File: src/rtl/mem_bus_ctrl.sv
// Bus interface unit: turns byte/word core requests into single-byte memory strobes.
// Define MEM_BUS_CTRL_WORD_EN to honour req_word; without it every access is a byte access.
module mem_bus_ctrl #(
    parameter int ADDR_W = 16,
    parameter int DATA_W = 8
) (
    input  logic                clk,
    input  logic                rst,
    input  logic                req_valid,
    output logic                req_ready,
    input  logic                req_write,
    input  logic                req_word,
    input  logic [ADDR_W-1:0]   req_addr,
    input  logic [2*DATA_W-1:0] req_wdata,
    output logic                rsp_valid,
    input  logic                rsp_ready,
    output logic [2*DATA_W-1:0] rsp_rdata,
    output logic [ADDR_W-1:0]   mem_addr,
    output logic                mem_write_enable,
    output logic                mem_read_enable,
    output logic [DATA_W-1:0]   mem_data_in,
    input  logic [DATA_W-1:0]   mem_data_out
);

`ifdef MEM_BUS_CTRL_WORD_EN
    localparam logic WORD_EN = 1'b1;
`else
    localparam logic WORD_EN = 1'b0;
`endif

    typedef enum logic [2:0] {
        IDLE,
        WR0,
        WR1,
        RD0,
        RD1,
        RD_LAST,
        RESP
    } state_t;

    state_t                state_q, state_d;
    logic [ADDR_W-1:0]     addr_q, addr_d;
    logic [2*DATA_W-1:0]   wdata_q, wdata_d;
    logic                  write_q, write_d;
    logic                  word_q, word_d;
    logic [2*DATA_W-1:0]   rdata_q, rdata_d;
    logic [ADDR_W-1:0]     addr_inc;

    logic                  req_ready_q, req_ready_d;
    logic                  rsp_valid_q, rsp_valid_d;
    logic [2*DATA_W-1:0]   rsp_rdata_q, rsp_rdata_d;
    logic                  mem_we_q, mem_we_d;
    logic                  mem_re_q, mem_re_d;
    logic [ADDR_W-1:0]     mem_addr_q, mem_addr_d;
    logic [DATA_W-1:0]     mem_din_q, mem_din_d;

    always_comb begin
        state_d = state_q;
        addr_d  = addr_q;
        wdata_d = wdata_q;
        write_d = write_q;
        word_d  = word_q;
        rdata_d = rdata_q;

        case (state_q)
            IDLE: begin
                if (req_valid) begin
                    addr_d  = req_addr;
                    wdata_d = req_wdata;
                    write_d = req_write;
                    word_d  = req_word & WORD_EN;
                    rdata_d = '0;
                    state_d = req_write ? WR0 : RD0;
                end
            end
            WR0:     state_d = word_q ? WR1 : RESP;
            WR1:     state_d = RESP;
            RD0:     state_d = word_q ? RD1 : RD_LAST;
            RD1: begin
                rdata_d[DATA_W-1:0] = mem_data_out;
                state_d = RD_LAST;
            end
            RD_LAST: begin
                if (word_q) begin
                    rdata_d[2*DATA_W-1:DATA_W] = mem_data_out;
                end else begin
                    rdata_d = {{DATA_W{1'b0}}, mem_data_out};
                end
                state_d = RESP;
            end
            RESP: begin
                if (rsp_ready) begin
                    state_d = IDLE;
                end
            end
            default: state_d = IDLE;
        endcase

        // Outputs are decoded from the next state so they come straight out of flops.
        addr_inc    = addr_d + {{(ADDR_W-1){1'b0}}, 1'b1};
        req_ready_d = (state_d == IDLE);
        rsp_valid_d = (state_d == RESP);
        rsp_rdata_d = (state_d == RESP) ? rdata_d : '0;
        mem_we_d    = (state_d == WR0) || (state_d == WR1);
        mem_re_d    = (state_d == RD0) || (state_d == RD1);
        mem_addr_d  = '0;
        mem_din_d   = '0;
        case (state_d)
            WR0: begin
                mem_addr_d = addr_d;
                mem_din_d  = wdata_d[DATA_W-1:0];
            end
            WR1: begin
                mem_addr_d = addr_inc;
                mem_din_d  = wdata_d[2*DATA_W-1:DATA_W];
            end
            RD0:     mem_addr_d = addr_d;
            RD1:     mem_addr_d = addr_inc;
            default: mem_addr_d = '0;
        endcase
    end

    always_ff @(posedge clk) begin
        if (rst) begin
            state_q     <= IDLE;
            addr_q      <= '0;
            wdata_q     <= '0;
            write_q     <= 1'b0;
            word_q      <= 1'b0;
            rdata_q     <= '0;
            req_ready_q <= 1'b1;
            rsp_valid_q <= 1'b0;
            rsp_rdata_q <= '0;
            mem_we_q    <= 1'b0;
            mem_re_q    <= 1'b0;
            mem_addr_q  <= '0;
            mem_din_q   <= '0;
        end else begin
            state_q     <= state_d;
            addr_q      <= addr_d;
            wdata_q     <= wdata_d;
            write_q     <= write_d;
            word_q      <= word_d;
            rdata_q     <= rdata_d;
            req_ready_q <= req_ready_d;
            rsp_valid_q <= rsp_valid_d;
            rsp_rdata_q <= rsp_rdata_d;
            mem_we_q    <= mem_we_d;
            mem_re_q    <= mem_re_d;
            mem_addr_q  <= mem_addr_d;
            mem_din_q   <= mem_din_d;
        end
    end

    // Reset kills memory strobes and any pending response in the same cycle it rises.
    assign req_ready        = req_ready_q;
    assign rsp_valid        = rsp_valid_q & ~rst;
    assign rsp_rdata        = rst ? '0 : rsp_rdata_q;
    assign mem_write_enable = mem_we_q & ~rst;
    assign mem_read_enable  = mem_re_q & ~rst;
    assign mem_addr         = rst ? '0 : mem_addr_q;
    assign mem_data_in      = rst ? '0 : mem_din_q;

endmodule

File: config.mk
export PLATFORM = sky130hd
export DESIGN_NAME = mem_bus_ctrl
export DESIGN_NICKNAME = d
export VERILOG_FILES = /design/src/rtl/mem_bus_ctrl.sv
export SDC_FILE = /design/constraint.sdc
export NUM_CORES = 1
export LEC_CHECK = 0
export CAP_MARGIN = 20
export CORE_UTILIZATION = 41
export CTS_CLUSTER_DIAMETER = 60
export DETAILED_ROUTE_END_ITERATION = 12
export PLACE_DENSITY = 0.8
export SYNTH_ARGS = -nofsm -noshare
export SYNTH_HDL_FRONTEND = slang
export SYNTH_SLANG_ARGS = --single-unit
File: constraint.sdc
create_clock -name clk -period 1.8 [get_ports clk]
set_clock_uncertainty 0.05 [all_clocks]
set_input_delay 0.27 -clock clk [delete_from_list [all_inputs] [get_ports clk]]
set_output_delay 0.27 -clock clk [all_outputs]
set_load 0.01 [all_outputs]
* Yosys cells after proc, flatten, opt, wreduce, memory -nomap -nowiden
Index checks and enable logic that the tools add are counted.
Storage, ports and cells: input port bits 46, bits in registers 95, word-level logic and storage cells 54
Operators by class: add/subtract/negate cells 1, eq/ne operators 11, mux-type cells 16, bitwise operators 5, reduce and logical (&&, ||, !) cells 10
Operators by type and width (count):
- two-way mux 16 bit | 7
- one-hot mux 8 bit (2 select lines) | 3
- one-hot mux 16 bit (2 select lines) | 1
- adder 16 x 1 -> 16 bit, second input constant | 1
- equality test 3 bit, second input constant | 5
- equality test 3 x 2 -> 1 bit, second input constant | 4
- one-hot mux 3 bit (4 select lines) | 1
- OR reduction 2 bit | 5
- two-way mux 8 bit | 1
- equality test 3 x 1 -> 1 bit, second input constant | 2
- zero test 3 bit | 2
- two-way mux 3 bit | 2
- AND 1 bit | 3
- OR reduction 3 bit | 1
- logical OR 1 bit | 2
- two-way mux 2 bit | 1
- NOT 1 bit | 2

* Logic depth before layout (Yosys ltp)
depth in word-level cells 6, mapped depth 5, gate-level depth less buffers 3

* Least setup slack after synthesis
No wires, ideal clock.
kind reg-to-reg, from register state_q[0], to register rsp_rdata_q[2], required time 1608 ps, slack 272 ps, arrival time 1336 ps, stages on the path, launching flop included 6, clock period less this slack 1528 ps, path buffers 2, cells stage by stage dfxtp_1 -> buf_2 -> or4b_4 -> buf_6 -> a31oi_1 -> nor3_1
Between the ends: word-level cells in the longest chain between the ends 6
RTL lines:
- start, declared | RTL line 41 | state_t state_q, state_d;
- start signal, assigned | RTL line 139 | state_q <= state_d;
- equality test 3 bit (tied with other cells) | RTL line 65 | case (state_q)
- OR reduction 3 bit (no source line) / OR reduction 2 bit (equally long branches)
- one-hot mux 3 bit (4 select lines) | RTL line 65
- equality test 3 bit | RTL line 103 | rsp_rdata_d = (state_d == RESP) ? rdata_d : '0;
- NOT 1 bit (no source line)
- OR reduction 2 bit (no source line)
- end signal, assigned | RTL line 147 | rsp_rdata_q <= rsp_rdata_d;
- end, declared | RTL line 51 | logic [2*DATA_W-1:0] rsp_rdata_q, rsp_rdata_d;
Several ways; a longest one is shown, not always the timed one. A chain may end at the register's enable or synchronous reset.

* Worst setup path after layout
from register mem_re_q, to output port mem_read_enable
Between the ends: word-level cells in the longest chain between the ends 1
RTL lines:
- start, declared | RTL line 53 | logic mem_re_q, mem_re_d;
- start signal, assigned | RTL line 149 | mem_re_q <= mem_re_d;
- AND 1 bit | RTL line 160 | assign mem_read_enable = mem_re_q & ~rst;
- end, declared | RTL line 20 | output logic mem_read_enable,
No other way between the ends.

==> summary.md <==
| Metric | Value |
|---|---|
| TritonCTS clock tree | done |
| Core area | 0.00524 mm^2 |
| First-pass GRT wire length | 7710 um |
| Port buffer count | 80 |
| Area Growth Syn to Fin | 49.1% |
| DR iter-0 viols | 69 |
| HP Start | rst |
| CP arrival | 1.35 ns |
| Die Footprint | 0.00584 mm^2 |
| Status | completed |
| Fin crit period | 1.67 ns |
| HP Class | in2reg |
| Overall routed net length | 4620 um |
| Die X | 76.4 um |
| Reported max-cap violation count | 0 |
| RSZ-0062 raised after global routing | false |
| Commonest cells post-synth | dfxtp_1 (63), nor2b_1 (45), and3_1 (17) |
| Layout cell share with drive strength beyond 1 | 11.2% |
| Total power | 3.31 mW |
| Synthesis Warnings | 0 |
| Detailed-placement wirelength estimate | 3300 um |
| Vias/cell | 4.61 |
| Worst skew pair latency | 0.31 ns |
| Critical Path RT | 1.48 ns |
| Initial core utilization | 43.4% |
| Seq cells post-synth | 63 |
| Worst hold path depth | 3 |
| Die extent in y | 76.4 um |
| Worst rel slew slack | 71.7% |
| Grt ovf | 0 |
| Worst setup SP type | register |
| Switch Pwr | 0.781 mW |
| Vias in the first global route | 1645 |
| Worst reg-to-reg setup slack | 0.24 ns |
| P_int | 2.53 mW |
| GPL Wtd Cong | 0.757 |
| Share of the synthesized area in the top cell type | 55.5% |
| Initial antenna violation count | 0 |
| Post-synth EDFFs | 0 |
| Largest area contributor in the netlist | dfxtp_1 |
| DRC Markers | 0 |
| Clk sinks | 63 |
| Post-route setup slack | 0.134 ns |
| Most frequent cell after synthesis | dfxtp_1 |
| Largest net degree at the start of global routing | 34 |
| Dominant cells by area after synthesis | dfxtp_1 (56%), nor2b_1 (12%), nor3b_1 (5.3%), and3_1 (4.7%), and3b_1 (3.1%) |
| Avg Inst Size Synth | 10.1 um^2 |
| Worst Setup Slack post-DPL | -0.0301 ns |
| Post-Synthesis Cells | 224 |
| Final ANT Viol Nets | 0 |
| Final setup fails | 0 |
| Ports | 90 |
| Crit path max fanout | 1 |
| Max clock buf depth | 2 |
| Post-CTS sizing | 0 |
| PwrDens | 979 mW/mm^2 |
| Clock Power Share | 38.1% |
| Fin nets | 354 |
| Root Buffer Master | clkbuf_8 |
| Flop pwr share | 45.8% |
| Register Area | 0.00126 mm^2 |
| Num rows | 26 |
| GRT Total Usage | 17.0% |
| FF-to-FF End | rsp_rdata_q[5] |
| Peak Freq | 0.600 GHz |
| R2R Path Start | state_q[2] |
| Post-Synthesis Net Count | 270 |
| Hold Violations, Final | 0 |
| Synth async-reset ratio | 0% |
| CTS buffer count | 9 |
| Switch share | 23.6% |
| Finished Layout Cells | 383 |
| Max-slew violation count | 0 |
| Critical Path Sink Type | output port |
| Hold Path Sink | rdata_q[13] |
| Fillcell total | 432 |
| Drt wl/cell | 12.1 um |
| Crit Path Class | reg2out |
| Post-Syn Area | 0.00227 mm^2 |
| VDD IR max | 804 uV |
| # diodes | 0 |
| Combinational fraction of design power | 16.1% |
| H-tree levels | 3 |
| Sequential share of the synthesized area | 55.5% |
| Post-route clock period utilization | 92.6% |
| Via count | 1766 |
| Clock Pin Slew Worst Setup and Hold Paths | 0.06 ns |
| DP Cell Count | 367 |
| Synth Flop Type | dfxtp_1 |
| Cts hold-fix bufs | 0 |
| Static Leak | 1.36 nW |
| Multi-input logic area | 912 um^2 |
| Distinct cell type count after synthesis | 27 |
| TritonRoute pass-1 iters | 4 |
| Post-CTS Setup Bufs | 0 |
| Slew @ Worst Pin | 0.425 ns |
| Cells on worst reg2reg path | 4 |
how the worst max path moves through the flow:
| stage | start | end | slack, ns | depth (start not counted) |
|---|---|---|---|---|
| 2_1_floorplan | state_q[0] | rsp_rdata_q[2] | 0.27 | 5 |
| 5_1_grt | mem_addr_q[8] | mem_addr[8] | 0.08 | 2 |
| 4_1_cts | mem_re_q | mem_read_enable | 0.12 | 2 |
| 6_report | mem_re_q | mem_read_enable | 0.13 | 2 |
| 3_3_place_gp | req_valid | rsp_rdata_q[5] | -0.008 | 4 |
| 3_5_place_dp | req_valid | rsp_rdata_q[5] | -0.03 | 4 |
per-stage QoR:
stage	setup TNS (ns)	cell area, um^2	hold WS, ns	util (%)
floorplan	0	2270	0.296	-
CTS	0	3390	0.297	64.7
finish	0	3390	0.307	64.7
global placement	-0.00766	3180	0.408	60.8
detailed placement	-0.159	3180	0.411	60.8
global route	0	3390	0.305	64.7
layout make-up:
| cell class | count | area share (%) |
|---|---|---|
| multi-input combinational | 138 | 26.9 |
| inverter | 2 | 0.222 |
| clock inverter | 4 | 2.07 |
| sequential | 63 | 37.2 |
| clock buffer | 12 | 3.99 |
| timing repair buffer | 94 | 27.0 |
| tap | 70 | 2.59 |
state kept, by name, summed over array words and instances (netlist names):
| signal | flops |
|---|---|
| mem_re_q | 1 |
| mem_din_q | 8 |
| mem_addr_q | 16 |
| state_q | 3 |
| mem_we_q | 1 |
| rsp_valid_q | 1 |
| rdata_q | 16 |
| req_ready | 1 |
| rsp_rdata_q | 16 |
metal layers:
metal | track usage (%) | part of all wire [%]
met1 | 20.0 | 46
met2 | 27.8 | 48
met3 | 3.83 | 3.4
met4 | 10.6 | 1.9
met5 | 0 | 0
placed cells by master (no fill, tap or decap), types with 2 or more instances in the layout:
| master | count |
|---|---|
| clkdlybuf4s50_1 | 79 |
| clkinv_2 | 2 |
| inv_1 | 2 |
| buf_4 | 13 |
| bufinv_16 | 2 |
| a31oi_2 | 2 |
| nor3b_1 | 16 |
| and2_1 | 9 |
| clkbuf_8 | 9 |
| dfxtp_1 | 63 |
| nand2_1 | 3 |
| nor3_1 | 9 |
| a31oi_1 | 6 |
| nor2b_1 | 45 |
| and3b_1 | 8 |
| and3_1 | 17 |
| a21oi_1 | 3 |
| clkbuf_1 | 3 |
| nor2_1 | 9 |
worst max-delay path, cell delays in order, from the launching register on:
cell	delay, ns
dfxtp_1	0.30
nor2b_1	0.18
clkdlybuf4s50_1	0.56
power by group through the flow:
stage                     registers (mW)  logic (mW)  clock network (mW)
after floorplan                     1.53       0.317                   0
after global routing                1.53       0.583                1.36
after detailed placement            1.55       0.533                   0
after CTS                           1.52       0.535                1.29
final                               1.52       0.535                1.26
after global placement              1.54       0.523                   0
cell families (layout without fill, tap and decap cells):
group	after synthesis	after routing	share of synthesized area [%]
compound gates	17	17	5.51
buf+inv	23	112	4.35
flops	63	63	55.5
simple gates	121	121	34.6
(Power assumes the default switching activity.)
